`src/rtl/branch_predict_unit_pkg.sv`:
```
// Shared constants for the branch predictor: branch op class, condition codes,
// flag bit positions and 2-bit saturating counter encodings.
package branch_predict_unit_pkg;

  localparam logic [1:0] BR_OP_TYPE = 2'b11;

  typedef enum logic [3:0] {
    CC_AL = 4'd0,
    CC_EQ = 4'd1,
    CC_NE = 4'd2,
    CC_LE = 4'd3,
    CC_GT = 4'd4,
    CC_MI = 4'd5,
    CC_PL = 4'd6,
    CC_CS = 4'd7,
    CC_CC = 4'd8,
    CC_VS = 4'd9,
    CC_VC = 4'd10
  } cond_code_e;

  localparam logic [3:0] CC_LAST = 4'd10;

  localparam int FLAG_Z = 0;
  localparam int FLAG_N = 1;
  localparam int FLAG_C = 2;
  localparam int FLAG_V = 3;

  localparam logic [1:0] PHT_SNT = 2'b00;
  localparam logic [1:0] PHT_WNT = 2'b01;
  localparam logic [1:0] PHT_WT  = 2'b10;
  localparam logic [1:0] PHT_ST  = 2'b11;

  function automatic logic [1:0] pht_next(input logic [1:0] cur, input logic tk);
    logic [1:0] nxt;
    if (tk) begin
      nxt = (cur == PHT_ST) ? PHT_ST : cur + 2'b01;
    end else begin
      nxt = (cur == PHT_SNT) ? PHT_SNT : cur - 2'b01;
    end
    return nxt;
  endfunction

endpackage

```
`src/rtl/branch_predict_unit_cond_eval.sv`:
```
// Combinational branch condition evaluation from op class, condition code and flags.
module branch_cond_eval
  import branch_predict_unit_pkg::*;
(
  input  logic [1:0] op_type,
  input  logic [3:0] op_code,
  input  logic [3:0] flags,
  output logic       cond_taken
);

  logic z_s, n_s, c_s, v_s, cond_s;

  assign z_s = flags[FLAG_Z];
  assign n_s = flags[FLAG_N];
  assign c_s = flags[FLAG_C];
  assign v_s = flags[FLAG_V];

  // Decode condition code; undefined codes never take.
  always_comb begin
    cond_s = 1'b0;
    case (op_code)
      CC_AL:   cond_s = 1'b1;
      CC_EQ:   cond_s = z_s;
      CC_NE:   cond_s = ~z_s;
      CC_LE:   cond_s = z_s | n_s;
      CC_GT:   cond_s = ~z_s & ~n_s;
      CC_MI:   cond_s = n_s;
      CC_PL:   cond_s = ~n_s;
      CC_CS:   cond_s = c_s;
      CC_CC:   cond_s = ~c_s;
      CC_VS:   cond_s = v_s;
      CC_VC:   cond_s = ~v_s;
      default: cond_s = 1'b0;
    endcase
  end

  assign cond_taken = (op_type == BR_OP_TYPE) & cond_s;

endmodule

```
`src/rtl/branch_predict_unit.sv`:
```
// Bimodal branch predictor: 2-bit counter PHT, one-cycle resolve pipeline,
// redirect generation and saturating branch/mispredict statistics.
module branch_predict_unit
  import branch_predict_unit_pkg::*;
#(
  parameter int PC_WIDTH    = 32,
  parameter int PHT_ENTRIES = 64,
  parameter int CNT_WIDTH   = 16
) (
  input  logic                 clk,
  input  logic                 rst_n,
  input  logic [PC_WIDTH-1:0]  pred_pc,
  output logic                 pred_taken,
  input  logic                 res_valid,
  input  logic [PC_WIDTH-1:0]  res_pc,
  input  logic [1:0]           res_op_type,
  input  logic [3:0]           res_op_code,
  input  logic [3:0]           res_flags,
  input  logic                 res_pred_taken,
  input  logic [PC_WIDTH-1:0]  res_target,
  input  logic [PC_WIDTH-1:0]  res_fallthrough,
  input  logic                 stat_clear,
  output logic                 taken,
  output logic                 mispredict,
  output logic [PC_WIDTH-1:0]  redirect_pc,
  output logic [CNT_WIDTH-1:0] branch_count,
  output logic [CNT_WIDTH-1:0] mispredict_count
);

  localparam int IDX_W = $clog2(PHT_ENTRIES);
  localparam logic [CNT_WIDTH-1:0] CNT_MAX = {CNT_WIDTH{1'b1}};
  localparam logic [CNT_WIDTH-1:0] CNT_ONE = {{(CNT_WIDTH-1){1'b0}}, 1'b1};

  logic [1:0]           pht_q [PHT_ENTRIES];
  logic [1:0]           pht_d [PHT_ENTRIES];
  logic                 taken_q, taken_d;
  logic                 mispredict_q, mispredict_d;
  logic [PC_WIDTH-1:0]  redirect_pc_q, redirect_pc_d;
  logic [CNT_WIDTH-1:0] branch_count_q, branch_count_d;
  logic [CNT_WIDTH-1:0] mispredict_count_q, mispredict_count_d;

  logic [IDX_W-1:0] pred_idx_s, res_idx_s;
  logic             cond_taken_s, pht_upd_s, misp_s;
  logic             unused_pc_bits_s;

  branch_cond_eval u_cond_eval (
    .op_type    (res_op_type),
    .op_code    (res_op_code),
    .flags      (res_flags),
    .cond_taken (cond_taken_s)
  );

  assign pred_idx_s = pred_pc[IDX_W+1:2];
  assign res_idx_s  = res_pc[IDX_W+1:2];
  assign pred_taken = pht_q[pred_idx_s][1];
  assign unused_pc_bits_s = ^{pred_pc[PC_WIDTH-1:IDX_W+2], pred_pc[1:0],
                              res_pc[PC_WIDTH-1:IDX_W+2], res_pc[1:0]};

  // Undefined condition codes resolve not-taken but must not train the PHT.
  assign pht_upd_s = res_valid & (res_op_type == BR_OP_TYPE) & (res_op_code <= CC_LAST);
  assign misp_s    = res_valid & (cond_taken_s != res_pred_taken);

  // Next-state for PHT, resolve outputs and statistics.
  always_comb begin
    pht_d = pht_q;
    if (pht_upd_s) begin
      pht_d[res_idx_s] = pht_next(pht_q[res_idx_s], cond_taken_s);
    end else begin
      pht_d = pht_q;
    end

    taken_d      = res_valid & cond_taken_s;
    mispredict_d = misp_s;
    if (res_valid) begin
      redirect_pc_d = cond_taken_s ? res_target : res_fallthrough;
    end else begin
      redirect_pc_d = redirect_pc_q;
    end

    if (stat_clear) begin
      branch_count_d     = {CNT_WIDTH{1'b0}};
      mispredict_count_d = {CNT_WIDTH{1'b0}};
    end else begin
      if (pht_upd_s && (branch_count_q != CNT_MAX)) begin
        branch_count_d = branch_count_q + CNT_ONE;
      end else begin
        branch_count_d = branch_count_q;
      end
      if (misp_s && (mispredict_count_q != CNT_MAX)) begin
        mispredict_count_d = mispredict_count_q + CNT_ONE;
      end else begin
        mispredict_count_d = mispredict_count_q;
      end
    end
  end

  // State registers; PHT resets to weakly not-taken.
  always_ff @(posedge clk or negedge rst_n) begin
    if (!rst_n) begin
      for (int i = 0; i < PHT_ENTRIES; i++) begin
        pht_q[i] <= PHT_WNT;
      end
      taken_q            <= 1'b0;
      mispredict_q       <= 1'b0;
      redirect_pc_q      <= {PC_WIDTH{1'b0}};
      branch_count_q     <= {CNT_WIDTH{1'b0}};
      mispredict_count_q <= {CNT_WIDTH{1'b0}};
    end else begin
      pht_q              <= pht_d;
      taken_q            <= taken_d;
      mispredict_q       <= mispredict_d;
      redirect_pc_q      <= redirect_pc_d;
      branch_count_q     <= branch_count_d;
      mispredict_count_q <= mispredict_count_d;
    end
  end

  assign taken            = taken_q;
  assign mispredict       = mispredict_q;
  assign redirect_pc      = redirect_pc_q;
  assign branch_count     = branch_count_q;
  assign mispredict_count = mispredict_count_q;

endmodule

```
`config.mk`:
```
export PLATFORM = sky130hd
export DESIGN_NAME = branch_predict_unit
export DESIGN_NICKNAME = d
export VERILOG_FILES = /design/src/rtl/branch_predict_unit_pkg.sv /design/src/rtl/branch_predict_unit_cond_eval.sv /design/src/rtl/branch_predict_unit.sv
export SDC_FILE = /design/constraint.sdc
export NUM_CORES = 1
export LEC_CHECK = 0
export ABC_AREA = 1
export ABC_CLOCK_PERIOD_IN_PS = 1760
export BUFFER_PORTS_ARGS = -buffer_cell sky130_fd_sc_hd__buf_2
export CAP_MARGIN = 10
export CORE_MARGIN = 8
export CORE_UTILIZATION = 40
export DETAILED_ROUTE_END_ITERATION = 10
export GPL_TIMING_DRIVEN = 0
export SYNTH_ARGS = -nofsm -noshare
export SYNTH_HDL_FRONTEND = slang
export SYNTH_SLANG_ARGS = --single-unit
```
`constraint.sdc`:
```
create_clock -name clk -period 1.76 [get_ports clk]
set_input_delay 0.176 -clock clk [delete_from_list [all_inputs] [get_ports clk]]
set_output_delay 0.176 -clock clk [all_outputs]
set_load 0.05 [all_outputs]
```
==> metrics.cfg <==
[drt]
avgRoutedWirePerCell_um=17.7
drt_iter0_drc=1084
ant_nets=0
vias=12000
via_per_inst=5.19
drtPass1Iterations=6
drc=0
wirelength_um=41100

[worst_setup_path]
startpoint_type=flip-flop
critical_path_required_ns=1.58
slowest_delay_ns=0.41
critPathKind=reg -> out
critPathCaptureType=primary output
critPathMaxFanout=2
crit_chain=buf_4 > a21oi_2 > o21ai_1 > nand3_1 > nand2_2 > a21oi_2 > o21ai_1 > nand3b_1 > nand2_2 > buf_8
crit_arrival_ns=1.86
cp_slowest_cell=dfrtp_1

[die]
initial_utilization_pct=40.4
core_sq_um=27600
die-area_sq_um=33500
die_h_um=183
row_count=61
ios=210
chipWidth_um=183

[synth]
yosysSeqAreaShare_pct=44.2
synthArstFlopShare_pct=100
synth_warnings=0
synth_ff_type=dfrtp_1
synth_cells=1668
ys_types=35
syn_area_sq_um=11200
synth-edff-count=0
syn-mean-instance-area_sq_um=6.70
synth_nets=1813
ys_ff_latch=194

[finish]
layout_commonest_cell=nand2_1
final_cell_mix=nand2_1, buf_2, nor2_1, dfrtp_1, inv_1
n_antenna_cell=0
layout.nets=2076
drive_gt1_share_pct=30.2
syn_to_final_growth_pct=35.6

[power_and_ir_drop]
power_density_nw_per_um2=677
p_leak_nw=7.53
ir_drop_mv=0.623
power_mw=10.2

[global_routing]
grt_pass1_wl_um=62800
grt_overflow=0
antenna_found_initial=0
grt_usage_pct=23.7
grt_pass1_vias=11700
grt_max_degree=113

[timing]
finalHoldWorstSlack_ns=0.00360
skew_ns=0.0184
min_period_ns=2.04
slew_viol_final=0
hold_violations=0
rsz0062_at_grt=yes
fmax_mhz=490
fin_crit_sh_pct=116
setup_slack_ns=-0.280
setup_viol=144
setup_tns_ns=-24.19
tightest_slew_ns=0.706
maxSlewHeadroom_pct=52.9

[clock_network]
worstSkewPairLatency_ns=0.45
cts_tree=yes
cts_max_level=4
cts.sink_count=194
clkTransAtPathRegs_ns=0.09
clockBufferDepth=2
numCtsBuffers=17
root_buffer=clkbuf_16

[place]
dp_hpwl_um=26600
gp_congestion=0.939
dp_slack_ns=-0.928
port_buffers=153

[hold_path]
hold_path.class=in -> reg

[job]
cap_viol_max_count=0

[run_status]
status=complete, but fails checks
violations=setup timing

[state kept, by name (all words and copies together), names as in the netlist]
name and flops:
pht_q 128, redirect_pc 32, branch_count 16, mispredict_count 16, mispredict 1, taken 1
[power by group]
group	internal (mW)	switching (mW)
Clock	2.03	1.98
Sequential	4.59	0.0694
Combinational	0.436	1.14
Total	7.06	3.19
[layout make-up]
| cell class | count | area, sq um |
|---|---|---|
| buffer | 72 | 556 |
| timing repair buffer | 241 | 1760 |
| tap | 378 | 473 |
| fill | 2656 | 12500 |
| clock inverter | 14 | 169 |
| inverter | 120 | 475 |
| sequential | 194 | 4950 |
| multi-input combinational | 1285 | 6330 |
| clock buffer | 18 | 429 |
[layer usage]
metal	share of wire [%]	up-vias	GRT usage, %
met5	0	-	0
li1	-	5756	-
met1	41	5626	30.0
met4	3.9	0	8.85
met2	46	562	38.3
met3	9.5	97	6.25
[logic make-up (layout without fill, tap and decap cells)]
| logic type | after synthesis | in the layout | share of synthesized area, % |
|---|---|---|---|
| simple gates | 1114 | 1117 | 39.8 |
| flops | 194 | 194 | 44.2 |
| buf+inv | 192 | 465 | 7.44 |
| compound gates | 150 | 150 | 7.16 |
| xor+xnor | 16 | 16 | 1.25 |
| fa+ha+maj | 2 | 2 | 0.224 |
[critical path: cells and delay by family, from the launching register on]
kind,cells,cell delay (ns)
AOI/OAI and AO/OA,4,0.36
buffers and inverters,2,0.30
DFF,1,0.41
and+or+nand+nor,4,0.35
[repair_timing]
action / CTS / global route
gates resized for setup: 126 / 184
pin swaps: 48 / 86
cloned: 4 / 11
endpoints found under the setup margin: 162 / 186
endpoints found under the hold margin: 60 / 1
hold buffers: 9 / 1
setup buffers: 56 / 11
[stage by stage]
| step | instance area [sq um] | std cells | utilization, % |
|---|---|---|---|
| finish | 15100 | 2322 | 54.8 |
| global route | 15100 | 2322 | 54.8 |
| CTS | 14200 | 2301 | 51.3 |
| detailed placement | 12600 | 2200 | 45.4 |
| global placement | 12500 | 2199 | 45.3 |
| floorplan | 11300 | 1668 | - |
[synthesized netlist by cell type, types with 2 or more instances]
library cell  count  share of area (%)
xnor2_1           3               0.24
dfstp_2          64                 15
nand4_1          18                1.0
buf_6             6               0.60
nor3_1           15               0.67
o22ai_1          10               0.56
nand3_1         102                4.6
nand2_4           4               0.40
dfrtp_1         130                 29
o31ai_1           2               0.13
nor4_1            2               0.11
nor2_1          173                5.8
inv_2             3               0.10
buf_4             8               0.54
ha_1              2               0.22
o21ai_0         112                5.0
clkinv_1          3               0.10
inv_1           113                3.8
nand2_2           3               0.17
clkbuf_1         30                1.0
a21oi_1          15               0.67
nand2_1         792                 27
buf_1             2              0.067
xor2_1           13                1.0
o211ai_1          5               0.34
buf_2            26                1.2
o221ai_1          4               0.31
[worst paths after layout]
kind	startpoint	end	slack, ns	cells after the start
min	res_target[13]	redirect_pc[13]	0.004	3
min in group asynchronous	rst_n	pht_q[59]	0.29	2
max reg2reg	pht_q[75]	pht_q[33]	-0.27	16
min reg2reg	pht_q[94]	pht_q[94]	0.47	2
max in group asynchronous	rst_n	mispredict_count[13]	0.43	3
max	pht_q[113]	pred_taken	-0.28	10
(Power assumes the default switching activity.)
